**config.mk**
```make
export PLATFORM = sky130hd
export DESIGN_NAME = cache_lookup_ctrl
export DESIGN_NICKNAME = d
export VERILOG_FILES = /design/src/rtl/cache_lookup_ctrl.sv
export SDC_FILE = /design/constraint.sdc
export NUM_CORES = 1
export LEC_CHECK = 0
export BUFFER_PORTS_ARGS = -buffer_cell sky130_fd_sc_hd__buf_2
export CAP_MARGIN = 0
export CORE_MARGIN = 2
export CORE_UTILIZATION = 40
export CTS_CLUSTER_DIAMETER = 150
export DETAILED_ROUTE_END_ITERATION = 12
export GPL_ROUTABILITY_DRIVEN = 0
export PLACE_DENSITY = 0.74
export SETUP_SLACK_MARGIN = 0.02
export SLEW_MARGIN = 10
export SYNTH_ARGS = -nofsm -noshare
export SYNTH_HDL_FRONTEND = slang
export SYNTH_SLANG_ARGS = --single-unit
```
**constraint.sdc**
```tcl
create_clock -name clk -period 7 [get_ports clk]
set_input_delay 0.7 -clock clk [delete_from_list [all_inputs] [get_ports clk]]
set_output_delay 0.7 -clock clk [all_outputs]
set_load 0.02 [all_outputs]
```
**src/rtl/cache_lookup_ctrl.sv**
```systemverilog
// Lookup/replacement controller in front of a 4-way MOESI tag array.
// Classifies each request as hit, miss or upgrade, picks a victim on miss and rewrites LRU/state per way.
module cache_lookup_ctrl #(
  parameter int unsigned SETS       = 128,
  parameter int unsigned WAYS       = 4,
  parameter int unsigned ADDR_WIDTH = 32,
  parameter int unsigned TAG_WIDTH  = ADDR_WIDTH - $clog2(SETS) - 6,
  parameter int unsigned LRU_BITS   = 2
) (
  input  logic                          clk,
  input  logic                          rst_n,
  input  logic                          req_valid,
  output logic                          req_ready,
  input  logic [ADDR_WIDTH-1:0]         req_addr,
  input  logic                          req_write,
  output logic [$clog2(SETS)-1:0]       tag_rd_set,
  input  logic [WAYS*TAG_WIDTH-1:0]     tag_rd_tags,
  input  logic [WAYS-1:0]               tag_rd_valids,
  input  logic [WAYS*3-1:0]             tag_rd_states,
  input  logic [WAYS*LRU_BITS-1:0]      tag_rd_lru,
  output logic                          tag_wr_en,
  output logic [$clog2(SETS)-1:0]       tag_wr_set,
  output logic [$clog2(WAYS)-1:0]       tag_wr_way,
  output logic [TAG_WIDTH-1:0]          tag_wr_tag,
  output logic                          tag_wr_valid,
  output logic [2:0]                    tag_wr_state,
  output logic [LRU_BITS-1:0]           tag_wr_lru,
  output logic                          resp_valid,
  input  logic                          resp_ready,
  output logic [1:0]                    resp_kind,
  output logic [$clog2(WAYS)-1:0]       resp_way,
  output logic [2:0]                    resp_state,
  output logic [TAG_WIDTH-1:0]          resp_victim_tag,
  output logic                          resp_victim_dirty
);
  localparam int unsigned SETW = $clog2(SETS);
  localparam int unsigned WAYW = $clog2(WAYS);
  localparam logic [LRU_BITS-1:0] LRU_MAX = LRU_BITS'(WAYS - 1);
  localparam logic [2:0] ST_I = 3'b000, ST_M = 3'b001, ST_O = 3'b010, ST_E = 3'b100, ST_S = 3'b101;
  localparam logic [1:0] K_HIT = 2'b00, K_MISS = 2'b01, K_UPG = 2'b10;

  typedef enum logic [1:0] {IDLE, LOOKUP, UPDATE, RESP} state_t;

  state_t                r_state, w_next;
  logic [SETW-1:0]       r_set;
  logic [TAG_WIDTH-1:0]  r_tag;
  logic                  r_write;
  logic [TAG_WIDTH-1:0]  r_tags   [WAYS];
  logic [2:0]            r_states [WAYS];
  logic [LRU_BITS-1:0]   r_lru    [WAYS];
  logic [WAYS-1:0]       r_valids;
  logic [WAYW-1:0]       r_way, r_cnt;
  logic [1:0]            r_kind;

  logic [TAG_WIDTH-1:0]  w_rd_tag   [WAYS];
  logic [2:0]            w_rd_state [WAYS];
  logic [LRU_BITS-1:0]   w_rd_lru   [WAYS];
  logic                  w_hit, w_inv_found;
  logic [WAYW-1:0]       w_hit_way, w_inv_way, w_max_way, w_victim;
  logic [LRU_BITS-1:0]   w_max_age, w_h_age, w_cur_age, w_wr_lru;
  logic [2:0]            w_hit_state, w_wr_state;
  logic [1:0]            w_kind;
  logic                  w_unused_offset;

  assign w_unused_offset = ^req_addr[5:0];

  // Hit: lowest matching valid way. Victim: lowest free way, else oldest (lowest index on ties).
  always_comb begin
    w_hit       = 1'b0;
    w_hit_way   = '0;
    w_inv_found = 1'b0;
    w_inv_way   = '0;
    w_max_way   = '0;
    w_max_age   = '0;
    for (int unsigned i = 0; i < WAYS; i++) begin
      w_rd_tag[i]   = tag_rd_tags[i*TAG_WIDTH +: TAG_WIDTH];
      w_rd_state[i] = tag_rd_states[i*3 +: 3];
      w_rd_lru[i]   = tag_rd_lru[i*LRU_BITS +: LRU_BITS];
    end
    for (int unsigned i = 0; i < WAYS; i++) begin
      if (!w_hit && tag_rd_valids[i] && w_rd_state[i] != ST_I && w_rd_tag[i] == r_tag) begin
        w_hit     = 1'b1;
        w_hit_way = WAYW'(i);
      end
      if (!w_inv_found && (!tag_rd_valids[i] || w_rd_state[i] == ST_I)) begin
        w_inv_found = 1'b1;
        w_inv_way   = WAYW'(i);
      end
      if (w_rd_lru[i] > w_max_age) begin
        w_max_age = w_rd_lru[i];
        w_max_way = WAYW'(i);
      end
    end
    w_victim    = w_inv_found ? w_inv_way : w_max_way;
    w_hit_state = w_rd_state[w_hit_way];
    if (!w_hit)
      w_kind = K_MISS;
    else if (r_write && (w_hit_state == ST_S || w_hit_state == ST_O))
      w_kind = K_UPG;
    else
      w_kind = K_HIT;
  end

  always_comb begin
    w_h_age   = r_lru[r_way];
    w_cur_age = r_lru[r_cnt];
    if (r_cnt == r_way)
      w_wr_lru = '0;
    else if (w_cur_age < w_h_age)
      w_wr_lru = (w_cur_age == LRU_MAX) ? w_cur_age : w_cur_age + LRU_BITS'(1);
    else
      w_wr_lru = w_cur_age;
    if (r_cnt == r_way && r_write && r_states[r_cnt] == ST_E)
      w_wr_state = ST_M;
    else
      w_wr_state = r_states[r_cnt];
  end

  always_comb begin
    w_next       = r_state;
    req_ready    = 1'b0;
    resp_valid   = 1'b0;
    tag_wr_en    = 1'b0;
    tag_wr_set   = '0;
    tag_wr_way   = '0;
    tag_wr_tag   = '0;
    tag_wr_valid = 1'b0;
    tag_wr_state = '0;
    tag_wr_lru   = '0;
    case (r_state)
      IDLE: begin
        req_ready = 1'b1;
        if (req_valid) w_next = LOOKUP;
      end
      LOOKUP: w_next = w_hit ? UPDATE : RESP;
      UPDATE: begin
        tag_wr_en    = 1'b1;
        tag_wr_set   = r_set;
        tag_wr_way   = r_cnt;
        tag_wr_tag   = r_tags[r_cnt];
        tag_wr_valid = r_valids[r_cnt];
        tag_wr_state = w_wr_state;
        tag_wr_lru   = w_wr_lru;
        if (r_cnt == WAYW'(WAYS - 1)) w_next = RESP;
      end
      RESP: begin
        resp_valid = 1'b1;
        if (resp_ready) w_next = IDLE;
      end
      default: w_next = IDLE;
    endcase
  end

  always_ff @(posedge clk or negedge rst_n) begin
    if (!rst_n) begin
      r_state  <= IDLE;
      r_set    <= '0;
      r_tag    <= '0;
      r_write  <= 1'b0;
      r_valids <= '0;
      r_way    <= '0;
      r_cnt    <= '0;
      r_kind   <= '0;
      for (int unsigned i = 0; i < WAYS; i++) begin
        r_tags[i]   <= '0;
        r_states[i] <= '0;
        r_lru[i]    <= '0;
      end
    end else begin
      r_state <= w_next;
      case (r_state)
        IDLE: if (req_valid) begin
          r_set   <= req_addr[6 +: SETW];
          r_tag   <= req_addr[ADDR_WIDTH-1 -: TAG_WIDTH];
          r_write <= req_write;
        end
        LOOKUP: begin
          r_valids <= tag_rd_valids;
          for (int unsigned i = 0; i < WAYS; i++) begin
            r_tags[i]   <= w_rd_tag[i];
            r_states[i] <= w_rd_state[i];
            r_lru[i]    <= w_rd_lru[i];
          end
          r_way  <= w_hit ? w_hit_way : w_victim;
          r_kind <= w_kind;
          r_cnt  <= '0;
        end
        UPDATE: r_cnt <= r_cnt + WAYW'(1);
        default: ;
      endcase
    end
  end

  assign tag_rd_set        = r_set;
  assign resp_kind         = r_kind;
  assign resp_way          = r_way;
  assign resp_state        = r_states[r_way];
  assign resp_victim_tag   = r_tags[r_way];
  assign resp_victim_dirty = (r_kind == K_MISS) && (resp_state == ST_M || resp_state == ST_O);

endmodule

```
==> summary.txt, run 1 <==
Run status
  • Status: finished clean

Power and ir drop
  • Worst vdd ir: 0.0002532 V
  • Tot Pwr: 5.038 mW
  • Net Sw Power: 1.997 mW
  • Comb power frac: 51.0%
  • Power per cell area: 514.5 nW/um2
  • Cell Int Power: 3.040 mW
  • Clock power share: 17.9%
  • Sw frac: 39.65%
  • Seq pwr share: 31.1%
  • Leak: 4.287 nW

Logic synthesis
  • Synth unique cells: 44
  • YS warnings: 0
  • EDFF count, synth: 0
  • Yosys top cell by area: dfrtp_1
  • Commonest cells post-synth: 135 x dfrtp_1, 130 x mux2_2, 52 x xnor2_1, 49 x mux4_2, 32 x and2_1
  • Seq/Total Area, Yosys: 42.19%
  • Ys flop type: dfrtp_1
  • Share of synthesized registers carrying an async set or reset: 100.0%
  • Top cell type's share of synthesized area: 42.19%
  • Synth area leaders: dfrtp_1 42%, mux2_2 18%, mux4_2 14%, xnor2_1 5.7%, xor2_1 3.0%
  • Syn avg cell area: 13.28 um2
  • Cell count after synthesis: 603
  • Post-Syn Area: 8008 um2
  • Number of synthesized register bits: 135
  • Syn_nets: 754
  • Most numerous cell in the Yosys netlist: dfrtp_1

Floorplan
  • Initial Util: 41.01%
  • Die Span Y: 145.5 um
  • Cell Rows: 51
  • Boundary Pins: 208
  • DIE AREA: 21,170 um2
  • Chip Width: 145.5 um
  • Core Area: 19,530 um2

Final layout
  • Synth-to-layout area growth: 22.28%
  • Final instance area: 9792 um2
  • Multi-input gate area: 4340 um2
  • Share of layout cells above drive strength 1: 54.40%
  • Fillers: 1,739
  • Register Area: 3381 um2
  • Post-layout nets: 934

STA
  • Setup_tns: 0 ns
  • Fmax: 0.2916 GHz
  • Worst-margin pin slew: 1.065 ns
  • Fin crit share: 48.99%
  • Final setup vio count: 0
  • Final Max Slew Viols: 0
  • Hold Violations, Final: 0
  • RSZ-0062 raised after global routing: no
  • Final min period: 3.429 ns
  • Clk_skew: 0.008199 ns
  • Slew margin rel.: 28.99%

Detailed routing
  • Wirelength per Cell: 20.97 um
  • Post-route DRC: 0
  • WL final: 22,330 um
  • Iteration-0 DRC Markers: 234
  • Via density: 5.336
  • Detailed-route via count: 5,683
  • Post-route ant nets: 0
  • DR pass1 iterations: 4

Clock tree
  • Clk sinks: 135
  • TritonCTS Buffers: 17
  • Setup bufs post-CTS: 0
  • CTS tree: built
  • CTS Hold Bufs: 0
  • PostCTS Resize Cnt: 0
  • Clk_lat worst skew: 0.42 ns
  • Root Driver: clkbuf_16
  • Clk slew on worst S/H paths: 0.06 ns
  • Clock buffer depth: 2
  • H-tree levels: 4

Worst setup path
  • CP Cell Sequence: buf_4 > mux4_2 > xnor2_1 > nor4b_1 > buf_2
  • Worst Path Required: 6.30 ns
  • CP delay by family, top: buffers and inverters
  • Critical Path Fanout Max: 20
  • CP max stage delay: 0.62 ns
  • CP Launch Type: flip-flop
  • Critical-path top delay cell: mux4_2
  • Crit Path Category: reg -> out
  • Worst path bufs/invs: 2
  • Arrival @ worst endpoint: 2.73 ns
  • Critical path endpoint category: output port

Global route
  • Remaining Overflow, GRT: 0
  • Maximum number of pins on one net before global-route repair: 82
  • Initial antenna violation count: 8
  • Global-route wire length before repair: 34,710 um
  • Vias in the first global route: 6,053
  • GRT Resource Usage Total: 21.60%

Job
  • Max-cap check violation count: 0

Placed design
  • Placed cell areas: 9189 um2
  • Detailed-placement wirelength estimate: 16,510 um
  • IO buf count: 201

Min path
  • Hold Crit Class: in -> async
[power groups by stage]
stage	Clock [mW]	Combinational, mW	Sequential, mW
6_report	0.901	2.57	1.57
5_1_grt	0.959	2.75	1.62
4_1_cts	0.917	2.59	1.56
3_5_place_dp	0	2.58	1.57
3_3_place_gp	0	2.54	1.54
2_1_floorplan	0	2.05	1.39
[stage by stage]
stage / std cells / utilization, % / hold slack [ns] / worst slack [ns]
CTS: 1061 / 50.10 / 0.2379 / 3.493
floorplan: 603 / - / 0.4044 / 3.929
global route: 1064 / 50.13 / 0.2505 / 3.361
detailed placement: 1029 / 47.06 / 0.4934 / 3.501
finish: 1065 / 50.15 / 0.2245 / 3.571
global placement: 1029 / 47.06 / 0.4856 / 3.602
[cells in the final DEF (no fill, tap or decap), drive strengths merged, types with 2 or more instances in the layout]
master	synthesis	final
dfrtp	135	135
mux2	130	130
diode	0	4
nand4	12	12
buf	26	209
ha	14	14
clkinvlp	0	3
nor3	6	6
inv	17	19
mux4	49	49
mux2i	9	9
nor4b	2	2
a21oi	7	7
nor4	8	8
nor2b	2	2
o31ai	3	3
xnor2	52	52
clkinv	0	3
nand3	7	7
nand2	8	8
nor2	14	14
clkbuf	22	22
and2	32	32
bufinv	0	2
o21ai	5	5
nand2b	3	3
xor2	27	27
[metal layers]
metal | global-route usage [%] | part of all wire [%] | wire [um]
met2 | 35.33 | 48 | 10740
met3 | 6.332 | 7.8 | 1752
met5 | 0 | 0.11 | 24
met1 | 28.10 | 43 | 9565
met4 | 6.176 | 1.1 | 250
[path summary, 6_finish.rpt]
kind	start	to	slack, ns	cells after the start
worst max-delay path	resp_way[0]	resp_victim_dirty	3.57	5
worst min-delay path	rst_n	r_valids[1]	0.22	1
worst max register to register	r_tag[17]	resp_kind[1]	4.14	9
worst min register to register	r_valids[3]	r_valids[3]	0.51	1
max in group asynchronous	rst_n	resp_way[0]	5.29	2
min in group clk	req_addr[19]	r_tag[6]	0.50	2
[state kept, by name (all words and copies together) (netlist names)]
register,count
r_tags,76
r_tag,19
r_states,12
r_lru,8
tag_rd_set,7
r_valids,4
r_cnt,2
r_state,2
resp_kind,2
resp_way,2
r_write,1
[cell type report]
type / instances / area share [%]
multi-input cells: 403 / 44.33
flip-flops and latches: 135 / 34.53
repair buffers: 209 / 10.95
clock buffers: 22 / 4.843
well taps: 265 / 3.386
clock inverters: 10 / 1.214
inverters: 17 / 0.6517
diodes: 4 / 0.1022
[cells by family after synthesis]
group	after synthesis	share of synthesized area, %
buffers and inverters	65	3.766
XOR/XNOR	79	8.641
AO/OA/AOI/OAI	27	2.344
AND/OR/NAND/NOR	95	7.688
flip-flops	135	42.19
multiplexers	188	33.19
adder cells (fa/ha/maj)	14	2.188
No activity file was read; power rests on OpenSTA's default activity.
==> run 2, diff against run 1 <==
- clock period: 7 -> 3.4 ns (I/O delays scaled with it)
==> run 2 against run 1 <==
- die area is the same
- sequential share of layout area about the same
- clock skew is 0.0012 ns lower
- critical path type unchanged
- highest routed layer unchanged
==> summary.txt, run 2 (synthesized netlist as in run 1, its figures left out) <==
Run status
  • Status: finished clean

Clock tree
  • CTS Hold Bufs: 1 (+1)
  • Clk slew on worst S/H paths: 0.06 ns (about the same)
  • Clock buffer depth: 2 (unchanged)
  • PostCTS Resize Cnt: 0 (unchanged)
  • Clk sinks: 135 (unchanged)
  • Setup bufs post-CTS: 0 (unchanged)
  • TritonCTS Buffers: 17 (unchanged)
  • H-tree levels: 4 (unchanged)
  • Root Driver: clkbuf_16
  • Clk_lat worst skew: 0.42 ns (about the same)
  • CTS tree: built

STA
  • Fin crit share: 84.12%
  • Fmax: 0.3496 GHz
  • Setup_tns: 0 ns (unchanged)
  • Final Max Slew Viols: 0 (unchanged)
  • Final setup vio count: 0 (unchanged)
  • Clk_skew: 0.007016 ns (-0.001183 ns)
  • Hold Violations, Final: 0 (unchanged)
  • Final min period: 2.860 ns
  • RSZ-0062 raised after global routing: no
  • Worst-margin pin slew: 0.8003 ns (-0.2649 ns)
  • Slew margin rel.: 46.64% (+18 points)

Power and ir drop
  • Worst vdd ir: 0.0005577 V (+120%)
  • Power per cell area: 1050 nW/um2 (+100%)
  • Leak: 4.301 nW (+0.35%)

Floorplan
  • DIE AREA: 21,170 um2 (unchanged)
  • Cell Rows: 51 (unchanged)
  • Boundary Pins: 208 (unchanged)
  • Initial Util: 41.01% (unchanged)
  • Core Area: 19,530 um2 (unchanged)
  • Die Span Y: 145.5 um (unchanged)
  • Chip Width: 145.5 um (unchanged)

Final layout
  • Post-layout nets: 939 (+0.54%)
  • Synth-to-layout area growth: 22.44%
  • Final instance area: 9804 um2 (+0.13%)
  • Max FFs per register: 76 (unchanged)
  • Top Registers: r_tags x76, r_tag x19, r_states x12
  • Share of layout cells above drive strength 1: 54.81% (+0.41 points)
  • Fillers: 1,759 (+1.2%)
  • Commonest non-fill, non-tap cell in the layout: buf_2
  • Most frequent cells in the layout: 200 x buf_2, 133 x dfrtp_1, 130 x mux2_2
  • Largest Register: r_tags

Global route
  • Global-route wire length before repair: 34,600 um (-0.34%)
  • Vias in the first global route: 5,932 (-2.0%)
  • Initial antenna violation count: 5 (-3)
  • Remaining Overflow, GRT: 0 (unchanged)
  • Maximum number of pins on one net before global-route repair: 83 (+1.2%)
  • GRT Resource Usage Total: 21.67% (+0.065 points)

Detailed routing
  • Top sig layer: met5
  • Detailed-route via count: 5,566 (-2.1%)
  • Post-route DRC: 0 (unchanged)
  • Metal-1 WL: 9837 um (+2.8%)
  • WL final: 22,030 um (-1.3%)
  • Via density: 5.207 (-2.4%)
  • DR pass1 iterations: 4 (unchanged)
  • Iteration-0 DRC Markers: 208 (-11%)
  • Metal2 WL: 10,190 um (-5.1%)
  • Met3 Wirelength: 1562 um (-11%)
  • Post-route ant nets: 0 (unchanged)
  • Wirelength per Cell: 20.61 um (-1.7%)

Worst setup path
  • Arrival @ worst endpoint: 2.52 ns (-0.21 ns)
  • Crit Path Category: reg -> out
  • Critical path endpoint category: output port
  • CP Launch Type: flip-flop
  • Critical Path Fanout Max: 11 (-45%)
  • Worst Path Required: 3.06 ns (-3.24 ns)

Min path
  • Hold Crit Class: in -> reg

Placed design
  • IO buf count: 201 (unchanged)
  • Placed cell areas: 9231 um2 (+0.46%)
  • Detailed-placement wirelength estimate: 16,680 um (+0.99%)

Job
  • Max-cap check violation count: 0 (unchanged)
-- run 2: cell count changes in the layout (fill, tap and decap cells not counted), moves of 2 or more --
cell / previous run / this run
clkinv_4: 1 / 3
clkbuf_8: 3 / 0
clkinv_2: 2 / 5
buf_4: 8 / 11
clkbuf_1: 2 / 0
-- run 2: power breakdown --
part	leakage [nW]	switching (mW)	internal, mW
Combinational	2.45	2.55	2.71
Sequential	1.58	0.833	2.44
Clock	0.270	0.750	1.01
Total	4.30	4.14	6.16
-- run 2: area by class of cell --
class / instances / area, um2 / area share [%]
inverter: 17 / 63.81 / 0.6508
multi-input combinational: 403 / 4340 / 44.27
sequential: 135 / 3381 / 34.48
antenna: 3 / 7.507 / 0.07657
tap: 265 / 331.6 / 3.382
timing repair buffer: 214 / 1125 / 11.47
clock buffer: 17 / 425.4 / 4.339
clock inverter: 15 / 130.1 / 1.327
-- run 2: worst max-delay path, cell delays in order (launching register included) --
cell	delay [ns]
dfrtp_2	0.61
mux4_2	0.61
ha_1	0.32
a21oi_1	0.13
nor2_1	0.05
nor3_1	0.19
buf_2	0.19
-- run 2: per-layer routing --
metal  global-route usage [%]  vias up
li1                         -     2560
met1                    28.90     2794
met2                    34.17      184
met3                    6.238       26
met4                    7.255        2
met5                        0        -
-- run 2: worst paths after layout --
path | cells after the start | slack (ns) | startpoint | endpoint
worst max-delay path | 6 | 0.54 | r_cnt[0] | tag_wr_lru[0]
worst min-delay path | 2 | 0.14 | req_addr[23] | r_tag[10]
worst max register to register | 9 | 0.59 | r_tag[18] | resp_kind[1]
worst min register to register | 1 | 0.51 | r_valids[2] | r_valids[2]
max in group asynchronous | 3 | 1.94 | rst_n | r_tag[7]
min in group asynchronous | 2 | 0.55 | rst_n | r_valids[0]
-- run 2: metrics by stage --
step	setup slack, ns	instances	hold WS (ns)	util, %	power, mW
after CTS	0.5000	1066	0.1276	50.17	10.39
after detailed placement	0.3410	1033	0.4565	47.28	8.600
after floorplan	0.6886	603	0.04441	-	7.093
after global placement	0.3772	1033	0.4550	47.28	8.452
final	0.5399	1069	0.1442	50.21	10.29
after global routing	0.3756	1067	0.1356	50.19	10.95
